`config.mk`:
```
export PLATFORM = sky130hd
export DESIGN_NAME = mem_boot_ctrl
export DESIGN_NICKNAME = d
export VERILOG_FILES = /design/src/rtl/mem_boot_ctrl.sv
export SDC_FILE = /design/constraint.sdc
export NUM_CORES = 1
export LEC_CHECK = 0
export BUFFER_PORTS_ARGS = -buffer_cell sky130_fd_sc_hd__buf_2
export CORE_ASPECT_RATIO = 1.2
export CORE_UTILIZATION = 43
export DETAILED_ROUTE_END_ITERATION = 6
export PLACE_DENSITY = 0.87
export SETUP_SLACK_MARGIN = 0.5
export SKIP_LAST_GASP = 1
export SYNTH_ARGS = -nofsm -noshare
export SYNTH_HDL_FRONTEND = slang
export SYNTH_SLANG_ARGS = --single-unit
```
`constraint.sdc`:
```
create_clock -name clk -period 2.2 [get_ports clk]
set_input_delay 0.11 -clock clk [delete_from_list [all_inputs] [get_ports clk]]
set_output_delay 0.11 -clock clk [all_outputs]
set_load 0.01 [all_outputs]
```
`src/rtl/mem_boot_ctrl.sv`:
```
// mem_boot_ctrl: boot/run sequencer between the host loader, the core and
// the single-port data memory. The host owns the memory in IDLE, LOAD and
// DONE; the core owns it in PREP and RUN. The core is held in reset while
// loading, runs for run_cycles cycles (0 = until halt), then is frozen so
// the host can read results back.
module mem_boot_ctrl #(
  parameter int ADDR_W = 8,
  parameter int DATA_W = 32,
  parameter int CNT_W  = 16
) (
  input  logic              clk,
  input  logic              rst,
  input  logic              host_wr,
  input  logic              host_rd,
  input  logic              host_start,
  input  logic [ADDR_W-1:0] host_addr,
  input  logic [7:0]        host_data,
  output logic [15:0]       host_rdata,
  input  logic [CNT_W-1:0]  run_cycles,
  input  logic              cpu_halt,
  input  logic              cpu_mem_we,
  input  logic [ADDR_W-1:0] cpu_mem_addr,
  input  logic [DATA_W-1:0] cpu_mem_wdata,
  output logic              mem_we,
  output logic [ADDR_W-1:0] mem_addr,
  output logic [DATA_W-1:0] mem_wdata,
  input  logic [DATA_W-1:0] mem_rdata,
  output logic              cpu_rst,
  output logic              cpu_en,
  output logic              busy,
  output logic              done,
  output logic              ign_wr
);

  typedef enum logic [2:0] {
    IDLE = 3'd0,
    LOAD = 3'd1,
    PREP = 3'd2,
    RUN  = 3'd3,
    DONE = 3'd4
  } state_t;

  localparam logic [CNT_W-1:0] CNT_ZERO = {CNT_W{1'b0}};
  localparam logic [CNT_W-1:0] CNT_ONE  = {{(CNT_W-1){1'b0}}, 1'b1};

  state_t            state_r;
  state_t            next_state_s;
  logic [CNT_W-1:0]  count_r;
  logic              run_limit_s;
  logic              core_owns_s;
  logic              unused_rdata_s;

  // Only the low half of the memory word is returned to the host.
  assign unused_rdata_s = ^mem_rdata[DATA_W-1:16];

  // Bounded-run terminal count: last enabled cycle when run_cycles is nonzero.
  always_comb begin
    run_limit_s = 1'b0;
    if ((run_cycles != CNT_ZERO) && (count_r == (run_cycles - CNT_ONE))) begin
      run_limit_s = 1'b1;
    end else begin
      run_limit_s = 1'b0;
    end
  end

  // Memory port mux: core drives the port in PREP/RUN, host otherwise.
  always_comb begin
    core_owns_s = (state_r == PREP) || (state_r == RUN);
    if (core_owns_s) begin
      mem_we    = cpu_mem_we;
      mem_addr  = cpu_mem_addr;
      mem_wdata = cpu_mem_wdata;
    end else begin
      mem_we    = host_wr;
      mem_addr  = host_addr;
      mem_wdata = {{(DATA_W-8){1'b0}}, host_data};
    end
  end

  // Next-state decode; start has priority over a simultaneous write.
  always_comb begin
    next_state_s = state_r;
    case (state_r)
      IDLE: begin
        if (host_start) begin
          next_state_s = PREP;
        end else if (host_wr) begin
          next_state_s = LOAD;
        end else begin
          next_state_s = IDLE;
        end
      end
      LOAD: begin
        if (host_start) begin
          next_state_s = PREP;
        end else begin
          next_state_s = LOAD;
        end
      end
      PREP: next_state_s = RUN;
      RUN: begin
        if (cpu_halt || run_limit_s) begin
          next_state_s = DONE;
        end else begin
          next_state_s = RUN;
        end
      end
      DONE: begin
        if (host_start) begin
          next_state_s = PREP;
        end else if (host_wr) begin
          next_state_s = LOAD;
        end else begin
          next_state_s = DONE;
        end
      end
      default: next_state_s = IDLE;
    endcase
  end

  // State register plus all registered outputs, decoded from the next state.
  always_ff @(posedge clk or posedge rst) begin
    if (rst) begin
      state_r    <= IDLE;
      cpu_rst    <= 1'b1;
      cpu_en     <= 1'b0;
      busy       <= 1'b0;
      done       <= 1'b0;
      ign_wr     <= 1'b0;
      host_rdata <= 16'h0000;
      count_r    <= CNT_ZERO;
    end else begin
      state_r <= next_state_s;

      case (next_state_s)
        IDLE, LOAD: begin
          cpu_rst <= 1'b1;
          cpu_en  <= 1'b0;
          busy    <= 1'b0;
          done    <= 1'b0;
        end
        PREP: begin
          cpu_rst <= 1'b0;
          cpu_en  <= 1'b0;
          busy    <= 1'b1;
          done    <= 1'b0;
        end
        RUN: begin
          cpu_rst <= 1'b0;
          cpu_en  <= 1'b1;
          busy    <= 1'b1;
          done    <= 1'b0;
        end
        DONE: begin
          cpu_rst <= 1'b0;
          cpu_en  <= 1'b0;
          busy    <= 1'b0;
          done    <= 1'b1;
        end
        default: begin
          cpu_rst <= 1'b1;
          cpu_en  <= 1'b0;
          busy    <= 1'b0;
          done    <= 1'b0;
        end
      endcase

      // Cycle counter: zeroed in PREP so the first RUN cycle sees 0; wraps freely.
      if (state_r == PREP) begin
        count_r <= CNT_ZERO;
      end else if (state_r == RUN) begin
        count_r <= count_r + CNT_ONE;
      end else begin
        count_r <= count_r;
      end

      // Sticky dropped-write flag, cleared whenever the host (re)enters LOAD.
      if (next_state_s == LOAD) begin
        ign_wr <= 1'b0;
      end else if (host_wr && ((state_r == PREP) || (state_r == RUN))) begin
        ign_wr <= 1'b1;
      end else begin
        ign_wr <= ign_wr;
      end

      // Readback capture is honoured only in DONE.
      if ((state_r == DONE) && host_rd) begin
        host_rdata <= mem_rdata[15:0];
      end else begin
        host_rdata <= host_rdata;
      end
    end
  end

endmodule

```
* Yosys cells after proc, flatten, opt, wreduce, memory -nomap -nowiden
Index checks and enable logic that the tools add are counted.
** Word-level totals
- Register bits :: 40
- Word-level logic and storage cells :: 49
- Output and inout port bits :: 62
- Bits of input ports :: 111
** Operators by class
- Mux-type cells :: 19
- Reduce and logical (&&, ||, !) cells :: 11
- Add/sub/neg operators :: 2
- Equality and inequality tests :: 9
** Operator list (number)
- 16-bit 2-to-1 mux :: 2
- 32-bit 2-to-1 mux :: 1
- 16-bit by 1-bit adder with 16-bit output, second input constant :: 1
- 16-bit == test :: 1
- 16-bit nonzero test :: 1
- 16-bit by 1-bit subtractor with 16-bit output, second input constant :: 1
- 3-bit case mux with 5 select lines :: 1
- 3-bit by 2-bit == test with 1-bit output, second input constant :: 4
- 1-bit 2-to-1 mux :: 9
- 3-bit 2-to-1 mux :: 3
- 8-bit 2-to-1 mux :: 1
- 3-bit by 1-bit == test with 1-bit output, second input constant :: 2
- 3-bit == test, second input constant :: 2
- 2-bit 2-to-1 mux :: 2
- 2-bit nonzero test :: 2
- 1-bit logical AND :: 3
- 3-bit logical NOT :: 1
- 3-bit OR reduction :: 1
- 1-bit logical OR :: 2
- 2-bit OR reduction :: 1

* Logic depth before layout (Yosys ltp)
Gate-level depths: netlist of run 1.
- Word-level depth :: 10
- Gate-level depth with buffers :: 8
- Depth with buffers taken out :: 8

* Least setup slack after synthesis of run 1
No wires, ideal clock.
- Kind :: input port to flip-flop
- From :: input run_cycles[9]
- To :: register done
- Library setup time :: 118 ps
- Setup slack :: 183 ps
- Arrival :: 1898 ps
- Stages :: 6
- Cell sequence :: or4_4 > or3_4 > or4_1 > o211ai_2 > nor4_4 > a21o_1
** Between the ends
- Longest elaborated chain between the ends :: 9
** Ends and longest elaborated chain
- from (decl) :: line 19 : input logic [CNT_W-1:0] run_cycles,
- 16-bit by 1-bit subtractor with 16-bit output :: line 59 : if ((run_cycles != CNT_ZERO) && (count_r == (run_cycles - CNT_ONE))) begin
- 16-bit == test :: line 59
- 1-bit logical AND * :: line 59
- 1-bit 2-to-1 mux * :: line 59
- 1-bit logical OR * :: line 102 : if (cpu_halt || run_limit_s) begin
- 3-bit 2-to-1 mux * :: line 102
- 3-bit case mux with 5 select lines * :: line 83 : case (state_r)
- 3-bit == test * :: line 135 : case (next_state_s)
- 1-bit 2-to-1 mux * :: line 135
- to (signal assigned) :: line 140 : done <= 1'b0;
- to (signal assigned) :: line 146 : done <= 1'b0;
- to (signal assigned) :: line 152 : done <= 1'b0;
- to (decl) :: line 31 : output logic done,
Every way passes the cells marked *; elsewhere a longest branch is shown, timed or not.
A chain may end at the register's enable or synchronous reset.

* Final worst setup path of run 1
Same ends and word-level chain as after synthesis.

==> summary.md, run 1 <==
| Metric | Value |
|---|---|
| Result of the run | finished, final reports clean |
| Maximum resistive drop on vdd | just under 0.8 mV |
| Syn. warnings | 0 |
| Cell area after synthesis | 2670 µm² |
| CP max stage delay | 0.54 ns |
| Die ar. | 6540 µm² |
| Post-synthesis compound-gate area fraction | under 10% |
| Core Box Area | about 6000 µm² |
| Post-synthesis mux area share | 7.53% |
| Vert. Die Dim | 88.4 µm |
| Post-synthesis simple-gate area fraction | 31.6% |
| Clock Sink Count | 40 |
| Transition time of the tightest slew-check pin | 0.495 ns |
| Vias in the first global route | 2878 |
| Effective utilization at floorplan | 44.5% |
| Type of the worst setup path | in2reg |
| Sequential-to-total area share from yosys stat | 37.5% |
| Htree depth | 2 |
| Post-Route Setup TNS | 0 ns |
| Clock tree from TritonCTS | built |
| Highest metal layer with signal wires | met4 |
| Number of port buffers | 156 |
| Worst-skew pair later-pin latency | 0.29 ns |
| Number of nets produced by synthesis | 431 |
| Dominant register cell in the synthesized netlist | dfrtp_1 |
| Metal3 WL | a little over 400 µm |
| X dimension of the die | 74.0 µm |
| Top Ports | around 170 |
| Worst path arrival time | ~2.2 ns |
| Dominant delay contributor by cell family on the critical path | simple AND/OR/NAND/NOR gates |
| Critical Path Start Type | primary input |
| Adder and majority gate portion of the synthesized area | 0.936% |
| Nature of the critical path endpoint | register |
| Hpwl dp | 6.06 mm |
| Post-synth ARST share | 100% |
| Ordered cell list for the critical path | buf_6 > or4_4 > or3_4 > or4_4 > o211ai_4 > nor4_4 > buf_4 > a21o_1 |
| Crit path max fanout | 6 |
| Endpoints failing setup | 0 |
| Synth Instances | 318 |
| Synth Area per Inst | ~8.4 µm² |
| Pwr per Cell Area | ~900 nW/µm² |
| Worst setup skew after layout | 0.00260 ns |
| Wire length on met2 | about 4.4 mm |
| Top area cells in the synthesized netlist | dfrtp_1 (36%), nand2_1 (10%), mux2_1 (6.7%) |
| Xor and xnor fraction of the mapped netlist area | 8.84% |
| Max-cap violations | 0 |
| Hold violation total from the final report | 0 |
| Number of buffers created by CTS | 5 |
| Number of enable-type register cells in the synthesized netlist | 0 |
| Antenna violations before repair | 0 |
| Data required, critical path | roughly 2.4 ns |
| Most numerous cell in the Yosys netlist | nand2_1 |
| Area share of the leading cell type in the synthesized netlist | 36.5% |
| Number of search-and-repair iterations in the first detailed-routing pass | 4 |
| Layout Area Growth over Synthesis | 49.3% |
| Leakage power | 2.11 nW |
| Largest net degree at the start of global routing | 41 |
| # rows | 31 |
| Biggest area consumer among synthesized cells | dfrtp_1 |
| Routability-driven placement congestion ratio | between 0.8 and 0.9 |
| Combined global-route utilization of all metal layers | 24.3% |
| Ratio of cells with drive above 1 in the final layout | 45.3% |
| Cell chosen for the clock root | clkbuf_8 |
| Remaining Overflow, GRT | 0 |
| Overall power after layout | 3.69 mW |
| # nets final | 611 |
| Count of distinct cell types in the synthesized netlist | 49 |
| CP max stage cell | or4_4 |
| Most used cell along the critical path | or4_4 |
| Final Max Slew Viols | 0 |
| Max_slew headroom | 67.0% |
| Ranking of synthesized cells by instance count | nand2_1 (71), dfrtp_1 (39), and3_1 (25), nor2_1 (19), xnor2_1 (18) |
| Setup repair after global routing missed its margin | true |
| Instance area after placement | 3690 µm² |
| Clock Pin Slew Worst Setup and Hold Paths | 0.08 ns |
| Final core utilization | between 60 and 70% |
| Number of remaining DRC errors | 0 |
| Post-DR wirelength/cell | roughly 14 µm |
| Worst hold slack across all endpoints | 0.0346 ns |
| Iteration-0 DRC Markers | ~120 |
| Number of antenna-violating nets in the routed design | 0 |
| Register bit count reported by yosys | 40 |
| Final clock period utilization by the worst path | 89.8% |
| Number of antenna cells inserted | 0 |
| Number of vias per cell after detailed routing | 5.13 |
| Buffers plus inverters on the worst setup path | 2 |
| Shortest period the worst path allows | 1.97 ns |
| Main combinational cell family by area after synthesis | simple AND/OR/NAND/NOR gates |
| Highest Clock Rate | 506 MHz |
| First-pass GRT wire length | 12.4 mm |
| Routed length on met1 | 2.96 mm |
| Post-route standard cell area excluding fillers | 3990 µm² |
| Routed Wire Length | 7.90 mm |
| Path category of the worst min-delay check | in2reg |
| Total number of vias | 2983 |
| Clock tree buffer depth | 2 |
[path summary, 6_finish.rpt]
| path | from | to | slack, ns | depth (start not counted) |
|---|---|---|---|---|
| worst max-delay path | run_cycles[9] | done | 0.23 | 8 |
| worst min-delay path | mem_rdata[15] | host_rdata[15] | 0.03 | 2 |
| worst max register to register | count_r[11] | state_r[1] | 0.33 | 7 |
| worst min register to register | host_rdata[15] | host_rdata[15] | 0.49 | 1 |
| max in group asynchronous | rst | count_r[3] | 1.28 | 4 |
| min in group asynchronous | rst | host_rdata[5] | 0.55 | 4 |
[registers in the layout, indices dropped and copies added, names as in the netlist]
| name | cells |
|---|---|
| busy | 1 |
| count_r | 16 |
| cpu_en | 1 |
| cpu_rst | 1 |
| done | 1 |
| host_rdata | 16 |
| ign_wr | 1 |
| state_r | 3 |
[layout by cell type (no fill, tap or decap), types with 6 or more instances in the layout]
cell type	synthesis	layout
o21ai_0	7	6
dfrtp_2	0	6
and3_1	25	25
nand3_1	7	6
mux2_1	16	16
buf_2	1	154
o21ai_1	11	12
dfrtp_1	39	33
nand2_1	71	71
nor2_1	19	17
xnor2_1	18	17
a21oi_1	7	7
inv_1	11	10
clkbuf_8	0	6
xor2_1	9	7
nor3_1	9	7
buf_4	0	27
[cells by family after synthesis]
kind of cell / after synthesis
and+or+nand+nor: 163
AOI/OAI and AO/OA: 41
DFF: 40
xor gates and xnor gates: 27
buffers and inverters: 27
muxes: 18
adders and majority gates: 2
[per-stage QoR]
step,setup slack [ns],instances
global route,0.197,581
global placement,-0.0482,565
CTS,0.241,577
floorplan,0.184,318
finish,0.225,581
detailed placement,-0.0705,565
[repair_timing]
item                                   4_1_cts  5_1_grt
setup endpoints to repair                   13       60
pin swaps                                   10        4
resized for setup                           22       11
cloned                                       0        1
hold buffers                                 1        0
endpoints found under the hold margin       39        0
setup buffers                                3        3
[worst reg2reg max path, stage by stage (launching register included)]
cell and delay [ns]:
dfrtp_2 0.47, xor2_4 0.20, xor2_1 0.17, a31oi_1 0.11, a211o_1 0.35, nor4_4 0.22, buf_4 0.19, o21ai_1 0.07
[power breakdown]
part           switching (mW)  internal [mW]  leakage, nW
sequential              0.171          0.971        0.513
combinational            1.12          0.930         1.55
clock                   0.250          0.254       0.0434
total                    1.54           2.15         2.11
[layout make-up]
class,instances,area [µm²]
clock buffers,6,82.6
clock inverters,2,15.0
fillers,466,2020
inverters,12,48.8
multi-input cells,251,1670
flip-flops and latches,40,1010
well taps,82,103
repair buffers,187,1060
repair inverters,1,7.51
[routing by layer]
layer  track usage [%]  vias to the layer above
li1                  -                     1466
met1              27.1                     1392
met2              45.3                      111
met3              4.90                       14
met4              8.04                        0
met5                 0                        -
(Power assumes the default switching activity.)
==> inputs of run 2 (changes only) <==
Settings changed: MAX_ROUTING_LAYER set to met4, PLACE_DENSITY 0.87 to 0.81.
==> run 2 against run 1 <==
Effect of this change:
- clock power is 8.2% lower
- first-iteration DRC count is 5.1% lower
- combinational power is 9% higher
- critical path depth stayed put
- worst setup slack worse by 0.020 ns
- fmax is 1.0% lower
- cell count is 0.52% higher
- worst hold slack better by 0.0076 ns
- sequential share of layout area is 0.25 points lower
- count of clock-buffer cells in the layout is 1 lower
- largest cell class unchanged
- largest power group unchanged
==> summary.md, run 2 (same netlist as run 1, synthesis figures left out) <==
| Metric | Value |
|---|---|
| Result of the run | finished, final reports clean |
| Die ar. | 6540 µm² |
| Number of port buffers | roughly 160 |
| Nature of the critical path endpoint | register |
| Maximum resistive drop on vdd | 0.694 mV |
| Top Ports | 173 |
| X dimension of the die | 74.0 µm |
| Most frequent cells in the layout | buf_2 (154), nand2_1 (71), dfrtp_1 (33) |
| Data required, critical path | 2.37 ns |
| Core Box Area | between 6000 and 7000 µm² |
| Iteration-0 DRC Markers | 111 |
| Shortest period the worst path allows | 2.00 ns |
| Buffers plus inverters on the worst setup path | 2 |
| Number of antenna cells inserted | 0 |
| Number of search-and-repair iterations in the first detailed-routing pass | 5 |
| Layout Area Growth over Synthesis | 50.8% |
| Hold violation total from the final report | 0 |
| Ratio of cells with drive above 1 in the final layout | 46.0% |
| Instance area after placement | between 3000 and 4000 µm² |
| Leakage power | 2.16 nW |
| Dominant delay contributor by cell family on the critical path | simple AND/OR/NAND/NOR gates |
| Antenna violations before repair | 0 |
| Number of antenna-violating nets in the routed design | 0 |
| First-pass GRT wire length | 12.4 mm |
| Register-to-register setup slack | 0.24 ns |
| Placed cells | 559 |
| Max-cap violations | 0 |
| Vias in the first global route | 2786 |
| Clock Sink Count | 40 |
| Vert. Die Dim | 88.4 µm |
| Fill cell count | 489 |
| Crit path max fanout | 6 |
| CP max stage delay | between 0.5 and 0.6 ns |
| Max_slew headroom | 66.5% |
| Clock tree buffer depth | 2 |
| Largest net degree at the start of global routing | 41 |
| Worst path arrival time | about 2.2 ns |
| Htree depth | 2 |
| Ordered cell list for the critical path | buf_4 > or4_4 > or3_4 > or4_4 > o211ai_4 > nor4_4 > buf_4 > a21o_1 |
| Post-route non-filler standard cell count | 584 |
| Type of the worst setup path | in2reg |
| CP max stage cell | or4_4 |
| Endpoints failing setup | 0 |
| Registers with the highest flip-flop counts | count_r: 16 flops, host_rdata: 16 flops, state_r: 3 flops |
| Final Max Slew Viols | 0 |
| Final clock period utilization by the worst path | 90.7% |
| Transition time of the tightest slew-check pin | between 0.5 and 0.6 ns |
| Remaining Overflow, GRT | 0 |
| Worst-skew pair later-pin latency | about 0.28 ns |
| Effective utilization at floorplan | 44.5% |
| Clock Pin Slew Worst Setup and Hold Paths | 0.07 ns |
| Critical Path Start Type | primary input |
| Number of remaining DRC errors | 0 |
| Combined global-route utilization of all metal layers | 25.4% |
| Number of vias per cell after detailed routing | 5.12 |
| Routability-driven placement congestion ratio | 0.895 |
| Post-route standard cell area excluding fillers | 4030 µm² |
| Path category of the worst min-delay check | in2reg |
| Post-DR wirelength/cell | 14.6 µm |
| Pwr per Cell Area | about 950 nW/µm² |
| Setup repair after global routing missed its margin | true |
| Worst setup skew after layout | 0.00702 ns |
| # nets final | 615 |
| Highest Clock Rate | 501 MHz |
| Number of buffers created by CTS | 5 |
| Cell chosen for the clock root | clkbuf_8 |
| Most common cell after layout, fill and taps aside | buf_2 |
| Routed Wire Length | 8.50 mm |
| # rows | 31 |
| Clock tree from TritonCTS | built |
| Hpwl dp | 6.04 mm |
| Total number of vias | 2990 |
run 2: layout make-up:
cell class	count	area (µm²)	share of cell area, %
multi-input cells	251	1680	41.7
flip-flops and latches	40	1010	25.0
clock inverters	2	12.5	0.310
clock buffers	5	68.8	1.71
inverters	12	48.8	1.21
repair buffers	191	1100	27.3
well taps	82	103	2.54
repair inverters	1	7.51	0.186
run 2: path summary, 6_finish.rpt:
path,endpoint,startpoint,cells past startpoint
setup / recovery,done,run_cycles[10],8
hold / removal,host_rdata[13],mem_rdata[13],2
setup reg to reg,state_r[1],count_r[11],7
hold reg to reg,host_rdata[15],host_rdata[15],1
max in group asynchronous,count_r[5],rst,4
min in group asynchronous,count_r[13],rst,4
run 2: layer usage:
layer	vias to the layer above	share of wire [%]	track usage, %
met5	-	0	-
met1	1380	38	28.3
met2	124	54	44.3
met4	0	2.6	11.7
li1	1464	-	-
met3	22	4.8	3.53
run 2: per-stage QoR:
stage | setup TNS, ns | setup WS, ns | hold WS, ns | power [mW] | util [%]
floorplan | 0 | 0.184 | 0.245 | 2.23 | -
global placement | -0.0641 | -0.0273 | 0.251 | 2.99 | 60.6
detailed placement | -0.373 | -0.0804 | 0.259 | 3.06 | 60.6
CTS | 0 | 0.226 | 0.0321 | 3.68 | 64.6
global route | 0 | 0.154 | 0.0327 | 4.08 | 67.1
finish | 0 | 0.205 | 0.0422 | 3.81 | 67.1
run 2: power by group:
group | switching (mW) | internal [mW]
Sequential | 0.147 | 0.975
Combinational | 1.21 | 1.02
Clock | 0.247 | 0.215
run 2: what timing repair did:
action,4_1_cts,5_1_grt
pin swaps,3,15
gates cloned,1,2
gates resized for setup,13,23
buffers inserted,6,8
endpoints found under the hold margin,39,0
endpoints found under the setup margin,32,52
hold buffers,1,0
==> inputs of run 3 (changes only) <==
Settings changed: CORE_MARGIN set to 3, CORE_UTILIZATION 43 to 46, PLACE_DENSITY 0.81 to 0.86, REMOVE_ABC_BUFFERS set to 1.
Clock period 2.2 ns to 2.43 ns, I/O delays scaled along.
==> run 3 against run 2 <==
Effect of this change:
- clock power decreased by 10%
- routed wire length decreased by 9.5%
- core utilization increased by 3.7 points
- register-to-register slack improved by 0.32 ns
- first-iteration DRC count increased by 33%
- worst setup slack improved by 0.28 ns
- critical path type unchanged
- critical endpoint unchanged
- largest cell class unchanged
==> summary.md, run 3 (same netlist as run 1, synthesis figures left out) <==
| Metric | Value |
|---|---|
| Number of port buffers | 156 |
| Cell depth of the worst min-delay path | 2 |
| Reg2Reg Capture Point | state_r[1] |
| Worst path arrival time | 2.12 ns |
| Buffers plus inverters on the worst setup path | 2 |
| Layout Area Growth over Synthesis | 44.0% |
| Htree depth | 2 |
| Highest Clock Rate | 513 MHz |
| Worst-skew pair later-pin latency | 0.28 ns |
| Setup repair after global routing missed its margin | true |
| Pwr per Cell Area | between 800 and 900 nW/µm² |
| Worst setup skew after layout | 0.00597 ns |
| Hold violation total from the final report | 0 |
| Ratio of cells with drive above 1 in the final layout | a little over two fifths |
| Worst Min Path Start | mem_rdata[5] |
| Post-route standard cell area excluding fillers | approximately 3800 µm² |
| Number of antenna cells inserted | 0 |
| Post-DR wirelength/cell | 14.1 µm |
| Final clock period utilization by the worst path | 80.2% |
| Dominant delay contributor by cell family on the critical path | simple AND/OR/NAND/NOR gates |
| Combined global-route utilization of all metal layers | 22.7% |
| Instance area after placement | ~3500 µm² |
| X dimension of the die | 75.6 µm |
| Reg-to-reg critical path startpoint | count_r[11] |
| Hpwl dp | between 5 and 6 mm |
| Largest net degree at the start of global routing | a little over 40 |
| Register-to-register setup slack | 0.56 ns |
| CP max stage cell | or4_4 |
| First-pass GRT wire length | ~12 mm |
| Ordered cell list for the critical path | buf_8 > or4_4 > or3_4 > or4_4 > o211ai_4 > nor4_4 > buf_4 > a21o_1 |
| Die ar. | 6770 µm² |
| Number of cell instances on the worst register-to-register path | 7 |
| Result of the run | finished, final reports clean |
| Crit path max fanout | 6 |
| Leakage power | approximately 2.1 nW |
| Total number of vias | 2920 |
| Effective utilization at floorplan | approximately half |
| Transition time of the tightest slew-check pin | roughly 0.65 ns |
| Number of vias per cell after detailed routing | roughly 5.3 |
| Number of search-and-repair iterations in the first detailed-routing pass | 5 |
| Cell chosen for the clock root | clkbuf_8 |
| Final core utilization | 70.7% |
| Most frequent cells in the layout | buf_2 (152), nand2_1 (71), dfrtp_1 (36) |
| Routability-driven placement congestion ratio | roughly 0.9 |
| Number of antenna-violating nets in the routed design | 0 |
| Routed Wire Length | around 7.7 mm |
| # rows | 29 |
| Data required, critical path | around 2.6 ns |
| Max_slew headroom | 56.7% |
| Path category of the worst min-delay check | in2reg |
| Iteration-0 DRC Markers | 148 |
| Antenna violations before repair | 0 |
| Registers with the highest flip-flop counts | count_r: 16 flops, host_rdata: 16 flops, state_r: 3 flops |
| CP max stage delay | 0.54 ns |
| Clock tree buffer depth | 2 |
| Critical Path Start Type | primary input |
| Nature of the critical path endpoint | register |
| Post-Route Setup TNS | 0 ns |
| Endpoints failing setup | 0 |
| Top Ports | around 170 |
| Most used cell along the critical path | or4_4 |
| Clock tree from TritonCTS | built |
| Max-cap violations | 0 |
| Maximum resistive drop on vdd | roughly 0.64 mV |
| Hold Path End | host_rdata[5] |
| Vias in the first global route | 2683 |
| Type of the worst setup path | in2reg |
| Final Max Slew Viols | 0 |
| Vert. Die Dim | between 80 and 90 µm |
| Most common cell after layout, fill and taps aside | buf_2 |
| Core Box Area | 5440 µm² |
| # nets final | 597 |
| Remaining Overflow, GRT | 0 |
| Number of buffers created by CTS | 5 |
| Shortest period the worst path allows | 1.95 ns |
| Clock Sink Count | 40 |
| Worst hold slack across all endpoints | 0.0449 ns |
| Number of remaining DRC errors | 0 |
| Clock Pin Slew Worst Setup and Hold Paths | 0.08 ns |
[run 3: how the worst max path moves through the flow]
stage,from,to,slack (ns),cells past startpoint
6_report,run_cycles[11],done,0.48,8
5_1_grt,run_cycles[0],busy,0.43,10
4_1_cts,run_cycles[11],done,0.44,8
3_5_place_dp,run_cycles[9],busy,0.09,7
3_3_place_gp,run_cycles[9],busy,0.14,7
2_1_floorplan,state_r[1],count_r[15],0.05,6
[run 3: final cells by class]
type | instances | area (µm²)
Clock buffer | 5 | 68.8
Clock inverter | 2 | 12.5
Fill cell | 397 | 1590
Inverter | 12 | 45.0
Multi-Input combinational cell | 251 | 1690
Sequential cell | 40 | 1010
Tap cell | 62 | 77.6
Timing Repair Buffer | 174 | 955
[run 3: routing by layer]
layer  GRT usage (%)  share of wire, %
met1            26.0                38
met2            41.2                54
met3            3.49               6.1
met4            5.25               1.4
met5               -                 0
[run 3: report_power, final]
group          internal, mW  switching [mW]  total [mW]
sequential            0.879           0.162        1.04
clock                 0.194           0.220       0.414
combinational         0.734           0.966        1.70
[run 3: repair_timing]
action | 4_1_cts | 5_1_grt
hold buffers | 1 | 0
setup endpoints to repair | 6 | 14
endpoints found under the hold margin | 39 | 0
gates cloned | 0 | 0
resized for setup | 11 | 25
pin swaps | 8 | 13
buffers inserted | 5 | 5
[run 3: through the flow]
step | std cells | setup slack, ns | total power, mW
after floorplan | 303 | 0.0523 | 1.95
after global routing | 546 | 0.431 | 3.40
final | 546 | 0.482 | 3.15
after detailed placement | 528 | 0.0948 | 2.70
after CTS | 541 | 0.437 | 3.13
after global placement | 528 | 0.140 | 2.65
